[config.mk]
export PLATFORM = sky130hd
export DESIGN_NAME = cpu_mem_bridge_flat
export DESIGN_NICKNAME = d
export VERILOG_FILES = /design/src/rtl/cpu_mem_bridge_if.sv /design/src/rtl/cpu_mem_bridge.sv /design/src/flat_wrapper.sv
export SDC_FILE = /design/constraint.sdc
export NUM_CORES = 1
export LEC_CHECK = 0
export CELL_PAD_IN_SITES_DETAIL_PLACEMENT = 0
export CELL_PAD_IN_SITES_GLOBAL_PLACEMENT = 1
export CORE_MARGIN = 1.5
export CORE_UTILIZATION = 34
export DETAILED_ROUTE_END_ITERATION = 7
export PLACE_DENSITY_LB_ADDON = 0.25
export SETUP_SLACK_MARGIN = 0.4
export SYNTH_ARGS = -nofsm -noshare
export SYNTH_HDL_FRONTEND = slang
export SYNTH_SLANG_ARGS = --single-unit
[constraint.sdc]
create_clock -name clk -period 2.3 [get_ports clk]
set_input_delay 0.46 -clock clk [delete_from_list [all_inputs] [get_ports clk]]
set_output_delay 0.46 -clock clk [all_outputs]
set_load 0.01 [all_outputs]
[src/rtl/cpu_mem_bridge_if.sv]
// Core-side fetch/data handshakes plus the single-port RAM bus of cpu_mem_bridge.
// slave = bridge view, master = core + RAM view.
interface cpu_mem_bridge_if #(
    parameter int unsigned ADDR_W = 12
);
    logic [31:0]       PC;
    logic              Inst_Req_Valid;
    logic              Inst_Req_Ack;
    logic [31:0]       Instruction;
    logic              Inst_Valid;
    logic              Inst_Ack;
    logic [31:0]       Address;
    logic              MemRead;
    logic              MemWrite;
    logic [31:0]       Write_data;
    logic [3:0]        Write_strb;
    logic              Mem_Req_Ack;
    logic [31:0]       Read_data;
    logic              Read_data_Valid;
    logic              Read_data_Ack;
    logic              ram_en;
    logic [ADDR_W-1:0] ram_addr;
    logic [3:0]        ram_wstrb;
    logic [31:0]       ram_wdata;
    logic [31:0]       ram_rdata;

    modport slave (
        input  PC, Inst_Req_Valid, Inst_Ack, Address, MemRead, MemWrite,
               Write_data, Write_strb, Read_data_Ack, ram_rdata,
        output Inst_Req_Ack, Instruction, Inst_Valid, Mem_Req_Ack, Read_data,
               Read_data_Valid, ram_en, ram_addr, ram_wstrb, ram_wdata
    );

    modport master (
        output PC, Inst_Req_Valid, Inst_Ack, Address, MemRead, MemWrite,
               Write_data, Write_strb, Read_data_Ack, ram_rdata,
        input  Inst_Req_Ack, Instruction, Inst_Valid, Mem_Req_Ack, Read_data,
               Read_data_Valid, ram_en, ram_addr, ram_wstrb, ram_wdata
    );
endinterface

[src/rtl/cpu_mem_bridge.sv]
// Serialises core fetch and data requests onto one synchronous RAM with a programmable wait.
// Define MEM_BRIDGE_PERF_EN to add the inst_stall_cnt / data_stall_cnt stall counters.
module cpu_mem_bridge #(
    parameter int unsigned ADDR_W  = 12,
    parameter int unsigned LATENCY = 2
) (
    input  logic               clk,
    input  logic               rst,
    cpu_mem_bridge_if.slave    bus
`ifdef MEM_BRIDGE_PERF_EN
    ,
    output logic [31:0]        inst_stall_cnt,
    output logic [31:0]        data_stall_cnt
`endif
);
    localparam int unsigned CNT_W = 8;

    typedef enum logic [2:0] {IDLE, WAIT, RAM_RD, RAM_CAP, RESP, RAM_WR} state_t;
    typedef enum logic [1:0] {K_INST, K_DRD, K_DWR} kind_t;

    typedef struct packed {
        kind_t             kind;
        logic [ADDR_W-1:0] addr;
        logic [31:0]       wdata;
        logic [3:0]        wstrb;
    } req_t;

    state_t           state_q, state_d;
    logic [CNT_W-1:0] cnt_q, cnt_d;
    req_t             req_q, req_d;
    logic [31:0]      inst_q, rdata_q;
    logic             inst_valid_q, rd_valid_q;
    logic             ram_en_q;
    logic [3:0]       ram_wstrb_q;
    logic [31:0]      ram_wdata_q;
    logic             data_req, inst_ack_c, mem_ack_c, resp_done;
    logic             unused_bits;

    assign data_req    = bus.MemRead | bus.MemWrite;
    assign unused_bits = ^{bus.PC[31:ADDR_W+2], bus.PC[1:0],
                           bus.Address[31:ADDR_W+2], bus.Address[1:0]};

    // Next-state, request capture and handshake acks
    always_comb begin
        state_d    = state_q;
        cnt_d      = cnt_q;
        req_d      = req_q;
        mem_ack_c  = 1'b0;
        inst_ack_c = 1'b0;
        resp_done  = 1'b0;
        case (state_q)
            IDLE: begin
                mem_ack_c  = data_req;
                inst_ack_c = bus.Inst_Req_Valid & ~data_req;
                if (mem_ack_c) begin
                    req_d.kind = bus.MemWrite ? K_DWR : K_DRD;
                    req_d.addr = bus.Address[ADDR_W+1:2];
                end else if (inst_ack_c) begin
                    req_d.kind = K_INST;
                    req_d.addr = bus.PC[ADDR_W+1:2];
                end
                if (mem_ack_c | inst_ack_c) begin
                    req_d.wdata = bus.Write_data;
                    req_d.wstrb = bus.Write_strb;
                    cnt_d       = CNT_W'(LATENCY);
                    state_d     = WAIT;
                end
            end
            WAIT: begin
                if (cnt_q == '0) begin
                    state_d = (req_q.kind == K_DWR) ? RAM_WR : RAM_RD;
                end else begin
                    cnt_d = cnt_q - CNT_W'(1);
                end
            end
            RAM_RD:  state_d = RAM_CAP;
            RAM_CAP: state_d = RESP;
            RESP: begin
                resp_done = (req_q.kind == K_INST) ? bus.Inst_Ack : bus.Read_data_Ack;
                if (resp_done) begin
                    state_d = IDLE;
                end
            end
            RAM_WR:  state_d = IDLE;
            default: state_d = IDLE;
        endcase
    end

    always_ff @(posedge clk or negedge rst) begin
        if (!rst) begin
            state_q <= IDLE;
            cnt_q   <= '0;
            req_q   <= '0;
        end else begin
            state_q <= state_d;
            cnt_q   <= cnt_d;
            req_q   <= req_d;
        end
    end

    // Registered response data/valids and RAM strobes, decoded from the next state
    always_ff @(posedge clk or negedge rst) begin
        if (!rst) begin
            inst_q       <= '0;
            rdata_q      <= '0;
            inst_valid_q <= 1'b0;
            rd_valid_q   <= 1'b0;
            ram_en_q     <= 1'b0;
            ram_wstrb_q  <= '0;
            ram_wdata_q  <= '0;
        end else begin
            if (state_q == RAM_CAP) begin
                if (req_q.kind == K_INST) begin
                    inst_q <= bus.ram_rdata;
                end else begin
                    rdata_q <= bus.ram_rdata;
                end
            end
            inst_valid_q <= (state_d == RESP) && (req_q.kind == K_INST);
            rd_valid_q   <= (state_d == RESP) && (req_q.kind != K_INST);
            ram_en_q     <= (state_d == RAM_RD) || (state_d == RAM_WR);
            ram_wstrb_q  <= (state_d == RAM_WR) ? req_q.wstrb : 4'h0;
            ram_wdata_q  <= (state_d == RAM_WR) ? req_q.wdata : 32'h0;
        end
    end

    // Acks are forced low while reset is asserted so every output reads 0
    assign bus.Inst_Req_Ack    = inst_ack_c & rst;
    assign bus.Mem_Req_Ack     = mem_ack_c & rst;
    assign bus.Instruction     = inst_q;
    assign bus.Inst_Valid      = inst_valid_q;
    assign bus.Read_data       = rdata_q;
    assign bus.Read_data_Valid = rd_valid_q;
    assign bus.ram_en          = ram_en_q;
    assign bus.ram_addr        = req_q.addr;
    assign bus.ram_wstrb       = ram_wstrb_q;
    assign bus.ram_wdata       = ram_wdata_q;

`ifdef MEM_BRIDGE_PERF_EN
    logic inst_busy, data_busy, inst_stall, data_stall;
    logic [31:0] inst_cnt_q, data_cnt_q;

    assign inst_busy  = (state_q != IDLE) && (req_q.kind == K_INST);
    assign data_busy  = (state_q != IDLE) && (req_q.kind != K_INST);
    assign inst_stall = (bus.Inst_Req_Valid | inst_busy) & ~(inst_valid_q & bus.Inst_Ack);
    assign data_stall = (data_req | data_busy) & ~(rd_valid_q & bus.Read_data_Ack);

    // Stall counters wrap naturally at 2^32
    always_ff @(posedge clk or negedge rst) begin
        if (!rst) begin
            inst_cnt_q <= '0;
            data_cnt_q <= '0;
        end else begin
            if (inst_stall) inst_cnt_q <= inst_cnt_q + 32'd1;
            if (data_stall) data_cnt_q <= data_cnt_q + 32'd1;
        end
    end

    assign inst_stall_cnt = inst_cnt_q;
    assign data_stall_cnt = data_cnt_q;
`endif
endmodule

[src/flat_wrapper.sv]
// flat-port wrapper written by rule: the top's interface ports become plain ports
module cpu_mem_bridge_flat 
#(
    parameter int unsigned ADDR_W  = 12,
    parameter int unsigned LATENCY = 2
)
  (clk, rst, bus_PC, bus_Inst_Req_Valid, bus_Inst_Ack, bus_Address, bus_MemRead, bus_MemWrite, bus_Write_data, bus_Write_strb, bus_Read_data_Ack, bus_ram_rdata, bus_Inst_Req_Ack, bus_Instruction, bus_Inst_Valid, bus_Mem_Req_Ack, bus_Read_data, bus_Read_data_Valid, bus_ram_en, bus_ram_addr, bus_ram_wstrb, bus_ram_wdata);
  cpu_mem_bridge_if #(.ADDR_W(ADDR_W)) bus_i ();
  input  logic clk;
  input  logic rst;
  input wire logic [$bits(bus_i.PC)-1:0] bus_PC;
  input wire logic [$bits(bus_i.Inst_Req_Valid)-1:0] bus_Inst_Req_Valid;
  input wire logic [$bits(bus_i.Inst_Ack)-1:0] bus_Inst_Ack;
  input wire logic [$bits(bus_i.Address)-1:0] bus_Address;
  input wire logic [$bits(bus_i.MemRead)-1:0] bus_MemRead;
  input wire logic [$bits(bus_i.MemWrite)-1:0] bus_MemWrite;
  input wire logic [$bits(bus_i.Write_data)-1:0] bus_Write_data;
  input wire logic [$bits(bus_i.Write_strb)-1:0] bus_Write_strb;
  input wire logic [$bits(bus_i.Read_data_Ack)-1:0] bus_Read_data_Ack;
  input wire logic [$bits(bus_i.ram_rdata)-1:0] bus_ram_rdata;
  output wire logic [$bits(bus_i.Inst_Req_Ack)-1:0] bus_Inst_Req_Ack;
  output wire logic [$bits(bus_i.Instruction)-1:0] bus_Instruction;
  output wire logic [$bits(bus_i.Inst_Valid)-1:0] bus_Inst_Valid;
  output wire logic [$bits(bus_i.Mem_Req_Ack)-1:0] bus_Mem_Req_Ack;
  output wire logic [$bits(bus_i.Read_data)-1:0] bus_Read_data;
  output wire logic [$bits(bus_i.Read_data_Valid)-1:0] bus_Read_data_Valid;
  output wire logic [$bits(bus_i.ram_en)-1:0] bus_ram_en;
  output wire logic [$bits(bus_i.ram_addr)-1:0] bus_ram_addr;
  output wire logic [$bits(bus_i.ram_wstrb)-1:0] bus_ram_wstrb;
  output wire logic [$bits(bus_i.ram_wdata)-1:0] bus_ram_wdata;
  assign bus_i.PC = bus_PC;
  assign bus_i.Inst_Req_Valid = bus_Inst_Req_Valid;
  assign bus_i.Inst_Ack = bus_Inst_Ack;
  assign bus_i.Address = bus_Address;
  assign bus_i.MemRead = bus_MemRead;
  assign bus_i.MemWrite = bus_MemWrite;
  assign bus_i.Write_data = bus_Write_data;
  assign bus_i.Write_strb = bus_Write_strb;
  assign bus_i.Read_data_Ack = bus_Read_data_Ack;
  assign bus_i.ram_rdata = bus_ram_rdata;
  assign bus_Inst_Req_Ack = bus_i.Inst_Req_Ack;
  assign bus_Instruction = bus_i.Instruction;
  assign bus_Inst_Valid = bus_i.Inst_Valid;
  assign bus_Mem_Req_Ack = bus_i.Mem_Req_Ack;
  assign bus_Read_data = bus_i.Read_data;
  assign bus_Read_data_Valid = bus_i.Read_data_Valid;
  assign bus_ram_en = bus_i.ram_en;
  assign bus_ram_addr = bus_i.ram_addr;
  assign bus_ram_wstrb = bus_i.ram_wstrb;
  assign bus_ram_wdata = bus_i.ram_wdata;
  cpu_mem_bridge #(.ADDR_W(ADDR_W), .LATENCY(LATENCY)) u_core (.clk(clk), .rst(rst), .bus(bus_i));
endmodule
# ---- Word-level counts from Yosys, hierarchy flattened
# Cells that the tools add are included.
# Widths: inputs -> output; s select.
dict set report op_classes {
  n_reduce_logical 14
  eq_ne 10
  muxes 16
  add_sub_neg 1
  bitwise 7
}
# cell count
set ops {}
lappend ops {{$mux 32} 1}
lappend ops {{$mux 14} 2}
lappend ops {{$mux 8} 2}
lappend ops {{$pmux 8 s2} 1}
lappend ops {{$pmux 3 s5} 1}
lappend ops {{$mux 3} 4}
lappend ops {{$eq 3x2->1 const B} 3}
lappend ops {{$eq 3x3->1 const B} 3}
lappend ops {{$logic_not 8->1} 1}
lappend ops {{$reduce_and 2->1} 4}
lappend ops {{$sub 8x1->8 const B} 1}
lappend ops {{$reduce_bool 2->1} 3}
lappend ops {{$mux 4} 1}
lappend ops {{$and 1x1->1} 3}
lappend ops {{$eq 3x1->1 const B} 1}
lappend ops {{$logic_not 3->1} 1}
lappend ops {{$mux 1} 3}
lappend ops {{$reduce_and 3->1} 1}
lappend ops {{$eq 2x2->1 const B} 1}
lappend ops {{$logic_and 1x1->1} 2}
lappend ops {{$logic_not 2->1} 1}
lappend ops {{$mux 2} 1}
lappend ops {{$ne 2x1->1 const B} 1}
lappend ops {{$ne 2x2->1 const B} 1}
lappend ops {{other kinds (3)} 5}
dict set report word_totals {
  regBits 164
  inputBits 139
  output_inout_bits 117
}

# ---- Logic depth before layout (Yosys ltp)
# Gate-level depths: netlist (run 1).
dict set report depth {
  depth_word 8
  mapped_depth 7
  depth_no_buf 6
}

# ---- Worst setup path before layout (run 1)
# OpenSTA, ideal clock, no wires.
dict set report synth_path {
  kind {input -> output}
  from {input port bus_MemRead}
  to {output port bus_Inst_Req_Ack}
  arrival_ps 1332
  path_slack_ps 508
  required_time_ps 1840
  path_stages 4
  path_buffers 2
  path_cell_list {or2_0 > buf_2 > buf_2 > nor3_1}
}
dict set report synth_via {
  elab_chain_len 5
}
# item line_no
set synth_lines {}
lappend synth_lines {{start, declared} flat_wrapper.sv:15} ;# input wire logic [$bits(bus_i.MemRead)-1:0] bus_MemRead;
lappend synth_lines {{$or 1x1->1} cpu_mem_bridge.sv:39} ;# assign data_req = bus.MemRead | bus.MemWrite;
lappend synth_lines {{$not 1->1} cpu_mem_bridge.sv:54} ;# inst_ack_c = bus.Inst_Req_Valid & ~data_req;
lappend synth_lines {{$and 1x1->1} cpu_mem_bridge.sv:54}
lappend synth_lines {{$mux 1} cpu_mem_bridge.sv:51} ;# case (state_q)
lappend synth_lines {{$and 1x1->1} cpu_mem_bridge.sv:128} ;# assign bus.Inst_Req_Ack = inst_ack_c & rst;
lappend synth_lines {{end, declared} flat_wrapper.sv:21} ;# output wire logic [$bits(bus_i.Inst_Req_Ack)-1:0] bus_Inst_Req_Ack;
# Every way passes these cells.

# ---- Final worst setup path (run 1)
dict set report layout_path {
  from {register u_core.state_q[1]}
  to {output port bus_Inst_Req_Ack}
}
dict set report layout_via {
  elab_chain_len 3
}
# item line_no
set layout_lines {}
lappend layout_lines {{start, declared} cpu_mem_bridge.sv:28} ;# state_t state_q, state_d;
lappend layout_lines {{start signal, assigned} cpu_mem_bridge.sv:95} ;# state_q <= state_d;
lappend layout_lines {{$logic_not 3->1} cpu_mem_bridge.sv:51}
lappend layout_lines {{$mux 1} cpu_mem_bridge.sv:51}
lappend layout_lines {{$and 1x1->1} cpu_mem_bridge.sv:128}
# Every way passes these cells.

==> flow_summary.toml, run 1 <==
[routing]
vias = 4168
drc = 0
wire_per_inst_um = 15.78
drtIter0Drc = 174
routed_wl_um = 14410
ant_nets = 0
dr.pass1.iters = 4
viasPerCell = 4.565

[sta]
tightest_slew_ns = 0.8640
max_freq_ghz = 0.5183
finalHoldViolCount = 0
drv_slew = 0
rsz0062_at_grt = "true"
slew_headroom_pct = 42.40
fin_crit_sh_pct = 83.88
final.min_clock_period_ns = 1.929
whs_ns = 0.1474
fin_worst_skew_ns = 0.008789
setup_violations = 0

[setup_path]
slowest_delay_ns = 0.43
startpoint_type = "flop"
worst_ep_arrival_time_ns = 1.47
cp_max_fo = 2
cp-end-kind = "output pin"
critical-path-top-delay-family = "flip-flops"
required_ns = 1.84
cp.buffers_inverters = 2
crit_chain = "nor3_4 > buf_6 > nand2_1 > nor3_2 > buf_2"
cpMaxStageDelayCell = "dfrtp_2"
path_class = "reg -> out"

[cells_and_area]
nFillCells = 1575
diodes = 0
multi_input_area_um2 = 2112
seqCellArea_um2 = 4106
area_growth_pct = 48.10
finalNonFillerCells = 913
final_nets = 808
drive_gt1_share_pct = 16.49
utilization_pct = 51.10

[logic_synthesis]
synthFlopType = "dfrtp_1"
synthTopCellsByArea = "dfrtp_1 (64%), mux2_1 (11%), mux2_2 (6.8%)"
yosysSeqAreaShare_pct = 63.80
yosysTopAreaCell = "dfrtp_1"
synth_top_area_share_pct = 63.80
ys_ff_latch = 164
netlist_instances = 441
synth_edf_count = 0
async_flop_share_pct = 100.0
synth_common_cells = "dfrtp_1 (164), mux2_1 (62), mux2_2 (39)"
syn_area_per_cell_um2 = 14.59
synthesis.area_um2 = 6432
synth.distinct_cells = 41
synth.net_count = 582
synth_warnings = 0
synth_most_common_cell = "dfrtp_1"

[clock_tree]
clock_latency_ns = 0.42
clk_pin_slew_ns = 0.06
ctsLongestPathBuffers = 2
cts_made_buffers = 17
cts_tree = "done"
ctsRootBufferMaster = "clkbuf_16"
cts_sinks = 164
htree_num_levels = 4

[status]
status = "finished clean"

[place]
placed_cells_incl_taps = 872
port_buffers = 215
dpl.hpwl_um = 9484
gp_congestion = 0.7678

[grt]
grt_antenna_before_repair = 0
grt_pass1_wl_um = 23140
grt_max_degree = 153
grt_overflow = 0
grt_pass1_vias = 4346
track_usage_pct = 15.14

[power_and_ir_drop]
peakVddDrop_uv = 573.2
p_leak_nw = 4.218
power_density_nw_per_um2 = 1166

[hold_path]
hold_path_class = "in -> async"

[die]
dieArea_um2 = 19750
initial_utilization_pct = 34.50
fp.dieH_um = 140.5
rows = 50
ios = 256
die_w_um = 140.5
core-area_um2 = 18640

[run]
max-cap-violations = 0
## flip-flops by register name, summed over array words and instances (netlist names)
register	cells
u_core.bus.Read_data	32
u_core.req_q	38
u_core.bus.ram_addr	12
u_core.bus.ram_en	1
u_core.cnt_q	8
u_core.bus.Inst_Valid	1
u_core.bus.ram_wstrb	4
u_core.bus.Instruction	32
u_core.bus.Read_data_Valid	1
u_core.state_q	3
u_core.bus.ram_wdata	32
## cell usage in the layout, fill, tap and decap left out, types with 3 or more instances in the layout
cell type / n
mux2i_1: 14
buf_12: 4
a21oi_1: 16
nand2b_1: 3
inv_6: 5
mux2_2: 39
buf_4: 12
and2_1: 38
nor2_1: 21
nand3_1: 3
mux2_1: 59
clkinvlp_4: 4
mux2_4: 3
and3_1: 3
nand2_1: 4
clkbuf_16: 19
inv_1: 6
dfrtp_1: 162
clkdlybuf4s50_1: 212
buf_6: 3
o21ai_0: 4
## layout make-up
type / count / share of cell area, %
clock buffer: 18 / 4.505
clock inverter: 13 / 1.313
inverter: 6 / 0.2364
multi-input combinational: 240 / 22.17
sequential: 164 / 43.10
tap: 234 / 3.073
timing repair buffer: 238 / 25.60
## final timing paths
kind / to / cells past startpoint / slack [ns] / startpoint
hold / removal: u_core.bus.Instruction[5] / 2 / 0.15 / rst
hold reg to reg: u_core.bus.ram_wdata[6] / 1 / 0.47 / u_core.req_q[10]
max in group asynchronous: u_core.bus.Read_data[2] / 2 / 1.29 / rst
setup / recovery: bus_Inst_Req_Ack / 5 / 0.37 / u_core.state_q[1]
setup reg to reg: u_core.req_q[12] / 7 / 0.42 / u_core.state_q[1]
min in group clk: u_core.bus.ram_wdata[6] / 1 / 0.47 / u_core.req_q[10]
## layer usage
metal / vias up / global-route usage [%] / share of wire, %
met4: 0 / 5.647 / 1.2
met1: 2042 / 19.00 / 45
li1: 1957 / - / -
met2: 157 / 24.86 / 47
met3: 12 / 4.410 / 6.2
met5: - / 0 / 0
## logic make-up (layout without fill, tap and decap cells)
kind of cell	count (synthesis)	in the layout	share of synthesized area [%]
AO/OA/AOI/OAI	30	30	2.996
XOR/XNOR	2	2	0.2724
adder cells (fa/ha/maj)	2	2	0.3890
buffers and inverters	37	275	4.104
flip-flops	164	164	63.80
multiplexers	115	115	19.86
AND/OR/NAND/NOR	91	91	8.578
## what timing repair did
| action | 4_1_cts | 5_1_grt |
|---|---|---|
| gates resized for setup | 16 | 9 |
| setup endpoints to repair | 6 | 61 |
| hold endpoints to repair | 12 | 0 |
| pin swaps | 2 | 1 |
| setup buffers | 5 | 1 |
| cloned | 1 | 2 |
| hold buffers | 1 | 0 |
## where the power goes
part | leakage [nW] | switching [mW] | internal (mW)
registers | 2.07 | 0.526 | 3.91
logic | 1.89 | 1.60 | 2.38
clock network | 0.262 | 1.19 | 1.50
total | 4.22 | 3.32 | 7.79
## through the flow
stage / TNS, ns / worst slack, ns / power [mW] / area, um2
2_1_floorplan: 0 / 0.5076 / 6.490 / 6432
3_3_place_gp: -0.06590 / -0.06590 / 8.105 / 8791
3_5_place_dp: -0.1467 / -0.1087 / 8.254 / 8791
4_1_cts: 0 / 0.2896 / 11.14 / 9433
5_1_grt: 0 / 0.2704 / 11.79 / 9527
6_report: 0 / 0.3708 / 11.11 / 9527
(Power assumes the default switching activity.)
==> run 2, diff against run 1 <==
--- a/config.mk
+++ b/config.mk
@@ -8,7 +8,7 @@
 export CELL_PAD_IN_SITES_DETAIL_PLACEMENT = 0
 export CELL_PAD_IN_SITES_GLOBAL_PLACEMENT = 1
 export CORE_MARGIN = 1.5
-export CORE_UTILIZATION = 34
+export CORE_UTILIZATION = 31
 export DETAILED_ROUTE_END_ITERATION = 7
 export PLACE_DENSITY_LB_ADDON = 0.25
 export SETUP_SLACK_MARGIN = 0.4
==> constraint.sdc (replaced) <==
create_clock -name clk -period 1.6 [get_ports clk]
set_input_delay 0.32 -clock clk [delete_from_list [all_inputs] [get_ports clk]]
set_output_delay 0.32 -clock clk [all_outputs]
set_load 0.01 [all_outputs]
==> run 2 against run 1 <==
The run now ends with setup timing left. Combinational power is 100% higher. Routed wire length rose by 24%. Hold slack worse by 0.13 ns. Largest power group is now combinational cells.
==> flow_summary.toml, run 2 (synthesized netlist as in run 1, its figures left out) <==
[cells_and_area]
layout_common_cells = "dfrtp_1 (160), clkdlybuf4s50_1 (97), mux2_4 (88)"
layout_commonest_cell = "dfrtp_1"
largest_reg_flops = 38
area_growth_pct = 69.83
nFillCells = 1760
final_area_um2 = 10920
diodes = 0
drive_gt1_share_pct = 53.63
final_nets = 914
regMostFlops = "u_core.req_q"

[sta]
whs_ns = 0.02117
tightest_slew_ns = 0.8153
fin_worst_skew_ns = 0.009177
rsz0062_at_grt = "true"
drv_slew = 0
max_freq_ghz = 0.5531
fin_crit_sh_pct = 113.0
slew_headroom_pct = 45.64
final.min_clock_period_ns = 1.808
final.setup.worst_slack_ns = -0.2081
setup_violations = 149
finalHoldViolCount = 0

[clock_tree]
htree_num_levels = 4
clk_pin_slew_ns = 0.07
ctsRootBufferMaster = "clkbuf_16"
clock_latency_ns = 0.42
cts_made_buffers = 17
ctsLongestPathBuffers = 2
cts_sinks = 164
cts_tree = "done"

[status]
status = "finished, violations left"
violations = "setup timing"

[die]
dieArea_um2 = 21620
initial_utilization_pct = 31.69
core-area_um2 = 20300
ios = 256
rows = 52
fp.dieH_um = 147.0
die_w_um = 147.0

[routing]
vias = 4669
ant_nets = 0
viasPerCell = 4.426
drc = 0
wire_per_inst_um = 17.00
routed_wl_um = 17930
dr.pass1.iters = 4
drtIter0Drc = 131

[grt]
track_usage_pct = 16.36
grt_overflow = 0
grt_pass1_wl_um = 27320
grt_pass1_vias = 4862
grt_antenna_before_repair = 0
grt_max_degree = 149

[setup_path]
worst_ep_arrival_time_ns = 2.12
startpoint_type = "flop"
cp_max_fo = 10
cp-end-kind = "flop"
path_class = "reg -> reg"
required_ns = 1.91

[place]
port_buffers = 215
dpl_cell_area_um2 = 9188
dpl.hpwl_um = 10600
gp_congestion = 0.7733

[hold_path]
hold_path_class = "in -> async"

[run]
max-cap-violations = 0

[power_and_ir_drop]
power_density_nw_per_um2 = 1700
p_leak_nw = 5.390
peakVddDrop_uv = 795.0
[run 2: area by class of cell]
type / count / area [um2] / share of cell area, %
tap: 270 / 337.8 / 3.092
timing repair buffer: 344 / 3282 / 30.04
multi-input combinational: 240 / 2599 / 23.79
sequential: 164 / 4109 / 37.61
clock inverter: 12 / 121.4 / 1.111
clock buffer: 19 / 452.9 / 4.146
inverter: 6 / 22.52 / 0.2062
[run 2: what timing repair did]
item | CTS | global route
hold endpoints to repair | 16 | 0
cloned | 11 | 4
hold buffers | 1 | 0
pin swaps | 12 | 9
endpoints found under the setup margin | 279 | 281
gates resized for setup | 621 | 38
setup buffers | 37 | 43
[run 2: final timing paths]
check                      depth (start not counted)  slack, ns         startpoint                          to
min in group clk                                   1       0.48   u_core.req_q[27]            u_core.req_q[27]
hold reg to reg                                    1       0.48   u_core.req_q[27]            u_core.req_q[27]
max in group asynchronous                          2       0.95                rst             u_core.cnt_q[5]
hold / removal                                     2       0.02                rst  u_core.bus.Instruction[10]
setup reg to reg                                   7      -0.21  u_core.state_q[1]            u_core.req_q[25]
setup / recovery                                   7      -0.21  u_core.state_q[1]            u_core.req_q[25]
[run 2: where the power goes]
| part | switching (mW) | internal (mW) | leakage (nW) |
|---|---|---|---|
| combinational | 2.96 | 5.12 | 3.05 |
| clock | 1.72 | 2.25 | 0.273 |
| sequential | 0.887 | 5.63 | 2.07 |
[run 2: worst max-delay path, stage by stage (launching register included)]
cell and delay, ns:
dfrtp_2 0.42, nor3_4 0.26, buf_4 0.17, buf_6 0.08, o21a_4 0.16, buf_4 0.14
clkbuf_16 0.16, mux2_4 0.30
[run 2: routing by layer]
metal / GRT usage [%] / up-vias / routed length (um)
met4: 5.100 / 0 / 212
met2: 28.24 / 134 / 9216
li1: - / 2169 / -
met5: 0 / - / 0
met3: 4.441 / 15 / 972
met1: 19.88 / 2351 / 7532
[run 2: per-stage QoR]
step           worst slack (ns)  total power [mW]  util (%)  std cells  TNS [ns]
2_1_floorplan          0.004164             9.914         -        441         0
3_3_place_gp            -0.5641             12.49     45.26        928    -25.62
3_5_place_dp            -0.5573             12.71     45.26        928    -27.29
4_1_cts                 -0.2040             17.68     50.92       1008    -14.64
5_1_grt                 -0.2558             19.62     53.82       1055    -25.32
6_report                -0.2081             18.57     53.82       1055    -16.06
